`src/rtl/pipeline_sequencer.sv`:
```
// Central sequencer for the 5-stage pipeline (fetch/decode/execution/memory/WB).
// Drives PC select/write, per-stage register enables, decode flush and execution
// bubble. Handles program load, load-use stalls, taken-branch flush and the
// DMEM wait-state freeze with an optional timeout into a sticky error state.
// Optional feature macro: PIPE_PERF_CNT_EN enables the stall/flush performance
// counters; without it both counter outputs are tied to zero.
module pipeline_sequencer #(
  parameter int LOAD_CYCLES = 4,
  parameter int MEM_TIMEOUT = 255,
  parameter int CNT_W       = 16
) (
  input  logic             SYS_clk,
  input  logic             SYS_reset,
  input  logic             SYS_load,
  input  logic [7:0]       SYS_pc_val,
  input  logic [4:0]       D_rs,
  input  logic [4:0]       D_rt,
  input  logic             D_uses_rt,
  input  logic             EX_MemRead,
  input  logic [4:0]       EX_write_register,
  input  logic             EX_branch_taken,
  input  logic             MEM_req,
  input  logic             MEM_ready,
  output logic             PC_write,
  output logic [1:0]       PC_sel,
  output logic [31:0]      PC_load_val,
  output logic             D_write,
  output logic             EX_write,
  output logic             MEM_write,
  output logic             WB_write,
  output logic             D_flush,
  output logic             EX_bubble,
  output logic [2:0]       ctl_state,
  output logic             ctl_error,
  output logic [CNT_W-1:0] stall_cnt,
  output logic [CNT_W-1:0] flush_cnt
);

  typedef enum logic [2:0] {
    S_IDLE     = 3'd0,
    S_LOAD     = 3'd1,
    S_RUN      = 3'd2,
    S_MEM_WAIT = 3'd3,
    S_ERROR    = 3'd4
  } state_t;

  localparam int LC_W = (LOAD_CYCLES > 1) ? $clog2(LOAD_CYCLES) : 1;
  localparam int TO_W = (MEM_TIMEOUT > 1) ? $clog2(MEM_TIMEOUT) : 1;
  localparam logic [LC_W-1:0] LOAD_LAST = LC_W'(LOAD_CYCLES - 1);
  localparam logic [TO_W-1:0] TO_LAST   = TO_W'(MEM_TIMEOUT - 1);

  localparam logic [1:0] PC_SEL_SEQ    = 2'b00;
  localparam logic [1:0] PC_SEL_BRANCH = 2'b01;
  localparam logic [1:0] PC_SEL_LOAD   = 2'b10;

  state_t          state, state_nxt;
  logic [LC_W-1:0] load_cnt;
  logic [TO_W-1:0] to_cnt;
  logic            load_first;
  logic            load_use;
  logic            frozen;
  logic            timeout_hit;

  // Down-counter starts at LOAD_LAST, so the first LOAD cycle is the PC-load cycle.
  assign load_first = (load_cnt == LOAD_LAST);

  assign load_use = EX_MemRead && (EX_write_register != 5'd0) &&
                    ((EX_write_register == D_rs) ||
                     (D_uses_rt && (EX_write_register == D_rt)));

  // RUN freezes only on an outstanding DMEM request; MEM_WAIT holds until ready.
  assign frozen = (state == S_MEM_WAIT) ? !MEM_ready : (MEM_req && !MEM_ready);

  // The counter holds the number of MEM_WAIT cycles already spent; the last allowed one trips.
  assign timeout_hit = (MEM_TIMEOUT != 0) && (to_cnt == TO_LAST);

  assign ctl_state = state;

  // Next-state and output decode; SYS_load overrides any pending freeze or stall.
  always_comb begin
    state_nxt = state;
    PC_write  = 1'b0;
    PC_sel    = PC_SEL_SEQ;
    D_write   = 1'b0;
    EX_write  = 1'b0;
    MEM_write = 1'b0;
    WB_write  = 1'b0;
    D_flush   = 1'b0;
    EX_bubble = 1'b0;
    case (state)
      S_IDLE, S_ERROR: state_nxt = state;
      S_LOAD: begin
        {D_write, EX_write, MEM_write, WB_write} = 4'hF;
        D_flush   = 1'b1;
        EX_bubble = 1'b1;
        if (load_first) begin
          PC_sel   = PC_SEL_LOAD;
          PC_write = 1'b1;
        end
        if (load_cnt == '0) state_nxt = S_RUN;
      end
      S_RUN, S_MEM_WAIT: begin
        if (frozen) begin
          if (state == S_RUN) state_nxt = S_MEM_WAIT;
          else if (timeout_hit) state_nxt = S_ERROR;
        end else begin
          state_nxt = S_RUN;
          if (EX_branch_taken) begin
            PC_sel    = PC_SEL_BRANCH;
            PC_write  = 1'b1;
            {D_write, EX_write, MEM_write, WB_write} = 4'hF;
            D_flush   = 1'b1;
            EX_bubble = 1'b1;
          end else if (load_use) begin
            {D_write, EX_write, MEM_write, WB_write} = 4'b0111;
            EX_bubble = 1'b1;
          end else begin
            PC_write  = 1'b1;
            {D_write, EX_write, MEM_write, WB_write} = 4'hF;
          end
        end
      end
      default: state_nxt = S_IDLE;
    endcase
    if (SYS_load) state_nxt = S_LOAD;
  end

  // State register.
  always_ff @(posedge SYS_clk) begin
    if (SYS_reset) state <= S_IDLE;
    else           state <= state_nxt;
  end

  // LOAD duration down-counter, re-armed on every SYS_load.
  always_ff @(posedge SYS_clk) begin
    if (SYS_reset)                              load_cnt <= '0;
    else if (SYS_load)                          load_cnt <= LOAD_LAST;
    else if (state == S_LOAD && load_cnt != '0) load_cnt <= load_cnt - 1'b1;
  end

  // Consecutive MEM_WAIT cycle counter; cleared whenever the wait is not ongoing.
  always_ff @(posedge SYS_clk) begin
    if (SYS_reset)
      to_cnt <= '0;
    else if (SYS_load || state != S_MEM_WAIT || MEM_ready)
      to_cnt <= '0;
    else if (!timeout_hit && MEM_TIMEOUT != 0)
      to_cnt <= to_cnt + 1'b1;
  end

  // Captured program start address.
  always_ff @(posedge SYS_clk) begin
    if (SYS_reset)     PC_load_val <= 32'd0;
    else if (SYS_load) PC_load_val <= {22'b0, SYS_pc_val, 2'b00};
  end

  // Sticky timeout flag, cleared only by a new program load.
  always_ff @(posedge SYS_clk) begin
    if (SYS_reset)                  ctl_error <= 1'b0;
    else if (SYS_load)              ctl_error <= 1'b0;
    else if (state_nxt == S_ERROR)  ctl_error <= 1'b1;
  end

`ifdef PIPE_PERF_CNT_EN
  logic             stall_evt, flush_evt, run_like;
  logic [CNT_W-1:0] stall_q, flush_q;

  function automatic logic [CNT_W-1:0] sat_inc(input logic [CNT_W-1:0] v);
    return (&v) ? v : v + CNT_W'(1);
  endfunction

  assign run_like  = (state == S_RUN) || (state == S_MEM_WAIT);
  assign stall_evt = run_like && !SYS_load && (frozen || (!EX_branch_taken && load_use));
  assign flush_evt = run_like && !SYS_load && !frozen && EX_branch_taken;

  // Saturating stall/flush performance counters.
  always_ff @(posedge SYS_clk) begin
    if (SYS_reset) begin
      stall_q <= '0;
      flush_q <= '0;
    end else begin
      if (stall_evt) stall_q <= sat_inc(stall_q);
      if (flush_evt) flush_q <= sat_inc(flush_q);
    end
  end

  assign stall_cnt = stall_q;
  assign flush_cnt = flush_q;
`else
  assign stall_cnt = '0;
  assign flush_cnt = '0;
`endif

endmodule

```
`config.mk`:
```
export PLATFORM = sky130hd
export DESIGN_NAME = pipeline_sequencer
export DESIGN_NICKNAME = d
export VERILOG_FILES = /design/src/rtl/pipeline_sequencer.sv
export SDC_FILE = /design/constraint.sdc
export NUM_CORES = 1
export LEC_CHECK = 0
export ABC_AREA = 1
export ABC_CLOCK_PERIOD_IN_PS = 1200
export CORE_ASPECT_RATIO = 1.4
export CORE_MARGIN = 3
export CORE_UTILIZATION = 33
export CTS_CLUSTER_DIAMETER = 80
export DETAILED_ROUTE_END_ITERATION = 7
export PLACE_DENSITY_LB_ADDON = 0.15
export SYNTH_ARGS = -nofsm -noshare
export SYNTH_HDL_FRONTEND = slang
export SYNTH_SLANG_ARGS = --single-unit
```
`constraint.sdc`:
```
create_clock -name SYS_clk -period 1.2 [get_ports SYS_clk]
set_input_delay 0.24 -clock SYS_clk [delete_from_list [all_inputs] [get_ports SYS_clk]]
set_output_delay 0.24 -clock SYS_clk [all_outputs]
set_load 0.005 [all_outputs]
```
==> flow_metrics.py <==
metrics = {
    "sta": {
        "finalSetupViolations": 24,
        "finClkSkew_ns": 0.001031,
        "timing.final.ws_setup_ns": -0.3827,
        "clock.fmax_ghz": 0.6318,
        "finalCritPeriodShare_pct": 131.9,
        "min_period_ns": 1.583,
        "finalMaxSlewViolations": 0,
        "holdWs_ns": 0.4550,
        "hold_violations": 0,
        "rsz0062_at_grt": "true",
    },
    "place": {
        "place_area_sq_um": 2291,
        "dp_hpwl_um": 3129,
        "place.gp.congestion": 0.7461,
        "port_buffers": 51,
        "dp_slack_ns": -0.9168,
        "dp_cells": 401,
    },
    "worst_hold_path": {
        "worst_hold_path_type": "reg2reg",
        "worstHoldEndpoint": "ctl_error",
        "hold_depth": 2,
        "min-delay-start": "ctl_error",
    },
    "floorplan": {
        "dieArea_sq_um": 6116,
        "ioPinCount": 108,
        "coreArea_sq_um": 4955,
        "die_h_um": 91.34,
        "rows": 30,
        "start_util_pct": 34.65,
        "die_x_um": 66.96,
    },
    "worst_setup_path": {
        "critPathRequiredTime_ns": 0.96,
        "path_max_fanout": 4,
        "worst-path-buf-inv": 4,
        "setup.worst_path.start_class": "flop",
        "cp.arrival_ns": 1.34,
        "path_cells": "inv_2 > nor2_4 > nand3_4 > nor2_4 > buf_6 > buf_6 > nor2_1 > nand2_1 > buf_2",
        "r2r-end": "load_cnt[0]",
        "r2r-start": "ctl_state[2]",
        "path_class": "reg2out",
        "r2r_cells": 11,
        "r2r_slack_ns": -0.23,
        "cp_slowest_cell": "dfxtp_2",
        "slowest_delay_ns": 0.33,
        "endpoint_kind": "output pin",
        "cpLargestDelayFamily": "simple AND/OR/NAND/NOR gates",
    },
    "clocking": {
        "cts_buffer_depth": 2,
        "clock_latency_ns": 0.26,
        "cts_buffers": 3,
        "clk_pin_slew_ns": 0.07,
        "cts_tree": "built",
        "ctsHoldBuffers": 0,
        "cts_max_level": 1,
        "root_buffer": "clkbuf_8",
        "cts_num_sinks": 22,
    },
    "cells_and_area": {
        "final_nets": 391,
        "area_delta_synth_final_pct": 50.00,
        "diodes": 0,
        "final_cell_area_sq_um": 2575,
        "fin_cells": 418,
        "layout-drive-gt1-share_pct": 29.38,
    },
    "global_routing": {
        "grt_pass1_vias": 1518,
        "grt_max_degree": 12,
        "overflow": 0,
        "grt_use_total_pct": 13.39,
        "grt_pass1_wl_um": 6520,
        "antenna_found_initial": 0,
    },
    "routing": {
        "ant_nets": 0,
        "dr.first_iter.drc_count": 56,
        "routed_via_density": 4.041,
        "drt_first_pass_iters": 4,
        "num_vias": 1689,
        "drc_errors": 0,
        "finalWirelength_um": 4144,
        "wire_per_inst_um": 9.914,
    },
    "status": {
        "violations": "setup timing",
        "status": "finished, violations left",
    },
    "power_and_ir_drop": {
        "power.static_leakage_nw": 1.409,
        "ir_worst_vdd_v": 0.0006443,
        "power_density_nw_per_um2": 670.2,
    },
    "logic_synthesis": {
        "synthDistinctLibCells": 25,
        "yosysSeqAreaShare_pct": 25.66,
        "synthesis.area_sq_um": 1717,
        "synth_seq_cells": 22,
        "synth_area_per_cell_sq_um": 6.552,
        "yosys_warnings": 0,
        "netlist_instances": 262,
    },
    "job": {
        "drv_cap": 0,
    },
}
state kept, by name (all words and copies together), names as in the netlist:
register     flops
to_cnt           8
PC_load_val      8
ctl_state        3
load_cnt         2
ctl_error        1
synth_stat cells, drive strengths merged:
cell,count,area [sq um]
or2,1,6.260
inv,37,138.9
dfxtp,22,440.4
o21ai,14,73.82
a21oi,7,38.79
nand2,58,220.2
buf,58,435.4
conb,1,3.750
a31oi,1,6.260
clkbuf,2,7.510
ha,4,50.05
xnor2,2,17.52
nor3,1,16.27
nor2,35,138.9
nand3,12,70.07
xor2,2,17.52
nand4,2,12.51
o21a,1,7.510
a211oi,2,15.01
metrics by stage:
step	power [mW]	TNS [ns]	util, %
after CTS	1.738	-3.703	51.31
after global routing	1.843	-7.174	51.97
after floorplan	1.126	0	-
after global placement	1.267	-9.959	46.24
final	1.726	-5.117	51.97
after detailed placement	1.268	-10.35	46.24
cells by family (layout without fill, tap and decap cells):
logic type / count (synthesis) / after routing / synth area share (%)
and+or+nand+nor: 109 / 110 / 27.04
other: 1 / 56 / 0.2184
DFF: 22 / 22 / 25.66
buffers and inverters: 97 / 133 / 33.89
adders and majority gates: 4 / 4 / 2.916
AOI/OAI and AO/OA: 25 / 25 / 8.236
xor gates and xnor gates: 4 / 4 / 2.041
tightest hold or removal path, stage by stage, from the launching register on:
cell and delay (ns):
dfxtp_1 0.31, inv_1 0.06, a21oi_2 0.05
per-layer routing:
metal  GRT usage, %  vias up  wire [um]
li1               -      872          -
met1          14.98      740       1650
met2          23.43       72       2000
met3          3.218        5        424
met4          5.584        0         70
met5              0        -          0
layout make-up:
cell class	count	area [sq um]
tap	64	80.08
sequential	22	452.9
timing repair buffer	93	805.8
inverter	37	143.9
multi-input combinational	199	1051
clock buffer	3	41.29
fill	522	2380
cells in the final DEF, fill, tap and decap left out, types with 8 or more instances in the layout:
cell type,netlist,final
dlygate4sd2_1,0,23
inv_1,36,29
buf_4,58,31
conb_1,1,56
nand2_1,57,51
buf_6,0,15
clkdlybuf4s50_1,0,13
o21ai_0,13,10
nor2_1,34,29
dfxtp_1,22,16
buf_2,0,8
worst max path at each step:
stage / from / endpoint / slack (ns) / depth (start not counted)
2_1_floorplan: ctl_state[1] / D_write / 0.003 / 6
3_3_place_gp: MEM_ready / D_write / -0.91 / 8
3_5_place_dp: MEM_ready / EX_bubble / -0.92 / 8
4_1_cts: ctl_state[1] / PC_write / -0.44 / 9
5_1_grt: ctl_state[1] / PC_write / -0.51 / 9
6_report: ctl_state[1] / PC_write / -0.38 / 9
power by group:
group          internal (mW)  leakage (nW)  switching (mW)  total [mW]
Clock                  0.224        0.0216           0.227       0.451
Combinational          0.251          1.20           0.251       0.502
Sequential             0.757         0.183          0.0150       0.772
what timing repair did:
action | CTS | global route
hold endpoints to repair | 0 | 0
gates cloned | 1 | 0
pin swaps | 25 | 10
resized for setup | 138 | 8
endpoints found under the setup margin | 31 | 25
buffers inserted | 13 | 2
(Power assumes the default switching activity.)
